--- src/rtl/pdm_pkg.sv ---
// rtl/pdm_pkg.sv - shared PDM period constants and the decoder's saturate-and-scale helper
package pdm_pkg;

    // Shared with the modulator so that the encoder period and the decoder window agree.
    localparam int PDM_DATA_W   = 5;
    localparam int PDM_WIN_LOG2 = 5;

    // Scale a window total down to the sample width and clamp it.
    // A full window of ones (2^WIN_LOG2) must read back as all ones rather than wrap to 0.
    function automatic logic [31:0] pdm_scale(input logic [31:0] total,
                                              input int          shift,
                                              input int          data_w);
        logic [31:0] scaled;
        logic [31:0] max_val;
        scaled  = total >> shift;
        max_val = (32'd1 << data_w) - 32'd1;
        return (scaled > max_val) ? max_val : scaled;
    endfunction

endpackage

--- src/rtl/pdm_sync.sv ---
// rtl/pdm_sync.sv - multi-stage single-bit synchroniser with asynchronous reset
module pdm_sync #(
    parameter int SYNC_STAGES = 2
) (
    input  logic clk,
    input  logic reset,
    input  logic d,
    output logic q
);

    if (SYNC_STAGES < 2 || SYNC_STAGES > 3) begin : g_bad_stages
        $error("pdm_sync: SYNC_STAGES must be 2 or 3");
    end

    logic [SYNC_STAGES-1:0] chain;

    // Shift the raw input through the flop chain every cycle; the chain ignores enable.
    always_ff @(posedge clk or posedge reset) begin
        if (reset) begin
            chain <= '0;
        end else begin
            chain <= {chain[SYNC_STAGES-2:0], d};
        end
    end

    assign q = chain[SYNC_STAGES-1];

endmodule

--- src/rtl/pdm_decoder.sv ---
// rtl/pdm_decoder.sv - boxcar ones-counter that recovers a multi-bit level from a PDM stream
import pdm_pkg::*;

module pdm_decoder #(
    parameter int DATA_W      = PDM_DATA_W,
    parameter int WIN_LOG2    = PDM_WIN_LOG2,
    parameter int SYNC_STAGES = 2
) (
    input  logic              clk,
    input  logic              reset,
    input  logic              pdm_in,
    input  logic              enable,
    input  logic              restart,
    output logic [DATA_W-1:0] data_out,
    output logic              data_valid
);

    if (WIN_LOG2 < DATA_W) begin : g_bad_win
        $error("pdm_decoder: WIN_LOG2 must be >= DATA_W");
    end

    logic                s_bit;
    logic [WIN_LOG2-1:0] win_cnt;
    logic [WIN_LOG2:0]   acc;
    logic [WIN_LOG2:0]   total;
    logic                last_sample;

    pdm_sync #(
        .SYNC_STAGES (SYNC_STAGES)
    ) u_sync (
        .clk   (clk),
        .reset (reset),
        .d     (pdm_in),
        .q     (s_bit)
    );

    // Running count including this cycle's sample; acc is one bit wider so a full window fits.
    assign total       = acc + {{WIN_LOG2{1'b0}}, s_bit};
    assign last_sample = (win_cnt == {WIN_LOG2{1'b1}});

    // Window advance, accumulation and commit; restart outranks both enable and a pending commit.
    always_ff @(posedge clk or posedge reset) begin
        if (reset) begin
            win_cnt    <= '0;
            acc        <= '0;
            data_out   <= '0;
            data_valid <= 1'b0;
        end else begin
            data_valid <= 1'b0;
            if (restart) begin
                win_cnt <= '0;
                acc     <= '0;
            end else if (enable) begin
                win_cnt <= win_cnt + WIN_LOG2'(1);
                if (last_sample) begin
                    acc        <= '0;
                    data_out   <= DATA_W'(pdm_scale(32'(total), WIN_LOG2 - DATA_W, DATA_W));
                    data_valid <= 1'b1;
                end else begin
                    acc <= total;
                end
            end
        end
    end

endmodule

--- config.mk ---
export PLATFORM = sky130hd
export DESIGN_NAME = pdm_decoder
export DESIGN_NICKNAME = d
export VERILOG_FILES = /design/src/rtl/pdm_pkg.sv /design/src/rtl/pdm_sync.sv /design/src/rtl/pdm_decoder.sv
export SDC_FILE = /design/constraint.sdc
export NUM_CORES = 1
export LEC_CHECK = 0
export CORE_ASPECT_RATIO = 0.9
export CORE_MARGIN = 5
export CORE_UTILIZATION = 53
export DETAILED_ROUTE_END_ITERATION = 8
export HOLD_SLACK_MARGIN = 0.15
export MAX_ROUTING_LAYER = met4
export PLACE_DENSITY = 0.76
export RECOVER_POWER = 25
export SLEW_MARGIN = 20
export SYNTH_ARGS = -nofsm -noshare
export SYNTH_HDL_FRONTEND = slang
export SYNTH_SLANG_ARGS = --single-unit
--- constraint.sdc ---
create_clock -name clk -period 2.2 [get_ports clk]
set_input_delay 0.44 -clock clk [delete_from_list [all_inputs] [get_ports clk]]
set_output_delay 0.44 -clock clk [all_outputs]
set_load 0.005 [all_outputs]
==> implementation parameters <==
Parameter                              Value

Clock tree
  Number of cells upsized or downsized after cts    0
  CTS tree    done
  Number of buffers created by CTS    3
  Clock net sink count    19
  Buffers from clock root to sink, at most    2
  Setup Buffers After CTS    0
  Count of hold buffers inserted by post-cts repair    0
  H-Tree Depth    1
  Register clock-pin slew on the reported worst setup and hold paths    100 ps
  Insertion delay of the later-clocked pin in the worst-skew pair    300 ps
  Root buffer cell    clkbuf_4

Floorplanning
  Number of standard-cell rows in the floorplan    14
  Effective utilization at floorplan    0.551
  Vertical die dimension    49.5 µm
  # IOs    11
  Horiz. Die Dim    53.9 µm
  Area inside the core boundary    1660 µm²
  Overall die area    2660 µm²

Setup path
  Delay of the slowest cell on the worst path    430 ps
  Worst r2r path cells    7
  Crit path launch type    register
  Kind of end point of the critical path    register
  Standard cell with the maximum stage delay on the critical path    dfrtp_1
  R2r setup slk    490 ps
  Cell breakdown of the critical path    ha_1 > and3_1 > ha_1 > nand2b_1 > nor3b_1 > a21oi_1 > nor2_1
  FF-to-FF End    acc[2]
  Cell count along the critical path    7
  Number of buffers and inverters on the critical path    0
  Last element of the critical path    acc[2]
  Launching element of the worst setup path    win_cnt[0]
  Most frequent cell on the critical path    ha_1
  Critical path type    register to register
  Crit path arrival time    1950 ps
  Required time reported for the critical path endpoint    2440 ps
  Cell class contributing the biggest share of worst-path delay    simple AND/OR/NAND/NOR gates
  Top fanout value on the critical path    8
  Startpoint of the worst-slack reg-to-reg timing path    win_cnt[0]

Timing
  Maximum frequency from static timing analysis    586 MHz
  Count of final setup violators    0
  Fin. max-slew vios    0
  Measured slew at the worst slew-check pin    675 ps
  Shortest period the worst path allows    1710 ps
  RSZ-0062 raised after global routing    no
  Post-Route Setup TNS    0 ps
  Max transition margin    0.550
  Final Worst Setup Slack    493 ps
  Final worst-path cycle share    0.776
  Number of failing hold endpoints at the final stage    0
  Worst clock skew    3.95 ps
  Post-Route Hold Slack    368 ps

Yosys
  Sequential-to-total area share from yosys stat    0.518
  Async set-or-reset flop fraction in the synthesized netlist    1.00
  Net count after synthesis    95
  Synth Area in Compound Gates    0.0928
  Synthesis Warnings    0
  Flip-flop and latch count after synthesis    19
  Post-synthesis simple-gate area fraction    0.180
  Portion of netlist area occupied by mux cells    0.0218
  Primary FF master, synth    dfrtp_1
  Area share of the largest cell type after synthesis    0.518
  Synthesized netlist cell count    85
  Synthesized-area fraction occupied by adder cells    0.0682
  Xor and xnor fraction of the mapped netlist area    0.0873
  Post-synth top cells    19 x dfrtp_1, 17 x nor2_1, 5 x a31oi_1, 5 x ha_1
  Synthesized cell area    917 µm²
  Cell with the most instances after synthesis    dfrtp_1
  Dominant combinational cell family by area after synthesis    simple AND/OR/NAND/NOR gates
  Cell type contributing the most total cell area after synthesis    dfrtp_1
  Syn avg cell area    10.8 µm²
  Count of distinct cell types in the synthesized netlist    24
  Number of flops mapped to enable cells by yosys    0
  Top post-synthesis cells by area    dfrtp_1 52%, nor2_1 7.0%, ha_1 6.8%

Place
  Placed inst area    1050 µm²
  Global placer's final weighted congestion    0.762
  Placed wire-length estimate after detailed placement    1.09 mm
  Number of port buffers    10
  Post-Place Setup Slack    307 ps

Route
  Final routed DRC violation total    0
  Total Wirelength    1.46 mm
  Initial detailed-routing violation count    2
  Routed vias/inst    5.11
  Number of iterations in the first detailed-routing pass    4
  Remaining number of nets flagged by the antenna check after routing    0
  Via count    623
  Routed len/inst    11.9 µm

Layout
  Layout filler cell count    143
  Area Growth Syn to Fin    17.3%
  Final standard cell area without fillers    1080 µm²
  Proportion of layout cells with a drive suffix above 1    0.102
  Antenna diode count    0
  Final cell utilization of the core    0.647
  # nets final    109

Run
  Total of max-cap violations    0

Global route
  Antenna violations before repair    0
  Congestion Overflow GR    0
  Largest net degree at the start of global routing    20
  Global-route wire length before repair    2.59 mm
  Number of global-route vias before repair    603
  GRT Util Overall    0.137

Power
  Power per Cell Area    539 nW/µm²
  Static leakage    0.491 nW
  Max VDD drop    0.000483 V

Min path
  Min-delay worst type    register to register

Status
  Outcome    finished, final reports clean
==> per-layer routing <==
metal | vias to the layer above | track usage | share of wire
li1 | 319 | - | -
met4 | 0 | 0.0894 | 0.029
met3 | 7 | 0.0271 | 0.039
met5 | - | - | 0
met1 | 284 | 0.168 | 0.44
met2 | 13 | 0.200 | 0.49
==> sequential cells by signal, indices dropped and copies added, names as in the netlist <==
register / flops
acc: 6
data_out: 5
win_cnt: 5
u_sync.chain: 2
data_valid: 1
==> area by class of cell <==
class / count / area, µm² / share of cell area
Timing Repair Buffer: 12 / 115 / 0.107
Tap cell: 24 / 30.0 / 0.0279
Clock buffer: 3 / 22.5 / 0.0209
Clock inverter: 1 / 5.00 / 0.00465
Multi-Input combinational cell: 59 / 413 / 0.384
Sequential cell: 19 / 475 / 0.442
Inverter: 4 / 15.0 / 0.0140
==> layout by cell type (no fill, tap or decap), drive strengths merged <==
| master | netlist | routed |
|---|---|---|
| a21oi | 3 | 3 |
| clkdlybuf4s50 | 0 | 8 |
| xor2 | 2 | 2 |
| and3 | 3 | 3 |
| ha | 5 | 5 |
| buf | 3 | 2 |
| dlygate4sd3 | 0 | 2 |
| nor3b | 1 | 1 |
| nand2b | 3 | 3 |
| a22oi | 2 | 2 |
| xnor2 | 5 | 5 |
| inv | 4 | 4 |
| dfrtp | 19 | 19 |
| mux2i | 2 | 2 |
| clkinv | 0 | 1 |
| a31oi | 5 | 5 |
| o21ai | 3 | 3 |
| nand2 | 3 | 3 |
| nand4 | 1 | 1 |
| nor2 | 17 | 17 |
| nand3b | 2 | 2 |
| clkbuf | 0 | 3 |
| o32ai | 1 | 1 |
| nand3 | 1 | 1 |
==> logic make-up (layout without fill, tap and decap cells) <==
| group | Yosys count | count (layout) |
|---|---|---|
| AND/OR/NAND/NOR | 31 | 31 |
| adder cells (fa/ha/maj) | 5 | 5 |
| flip-flops | 19 | 19 |
| XOR/XNOR | 7 | 7 |
| multiplexers | 2 | 2 |
| buffers and inverters | 7 | 20 |
| AO/OA/AOI/OAI | 14 | 14 |
==> where the power goes <==
| part | switching [mW] | internal (mW) |
|---|---|---|
| logic | 0.0250 | 0.0188 |
| clock network | 0.105 | 0.0678 |
| registers | 0.00613 | 0.357 |
| total | 0.136 | 0.443 |
==> through the flow <==
step                cells  power, mW
global placement      118      0.413
finish                122      0.580
CTS                   122      0.587
global route          122      0.612
detailed placement    118      0.415
floorplan              85      0.397
==> worst min-delay path by stage <==
stage / to / start / cells after the start / slack [ps]
floorplan: u_sync.chain[1] / u_sync.chain[0] / 0 / 330
global placement: u_sync.chain[1] / u_sync.chain[0] / 0 / 330
detailed placement: u_sync.chain[1] / u_sync.chain[0] / 0 / 340
CTS: u_sync.chain[1] / u_sync.chain[0] / 0 / 370
global route: u_sync.chain[1] / u_sync.chain[0] / 0 / 390
finish: u_sync.chain[1] / u_sync.chain[0] / 0 / 370
==> worst register-to-register path, stage by stage (launching register included) <==
cell and delay [ps]:
dfrtp_1 430, ha_1 220, and3_1 170, ha_1 250
nand2b_1 200, nor3b_1 220, a21oi_1 60, nor2_1 90
(Power assumes the default switching activity.)
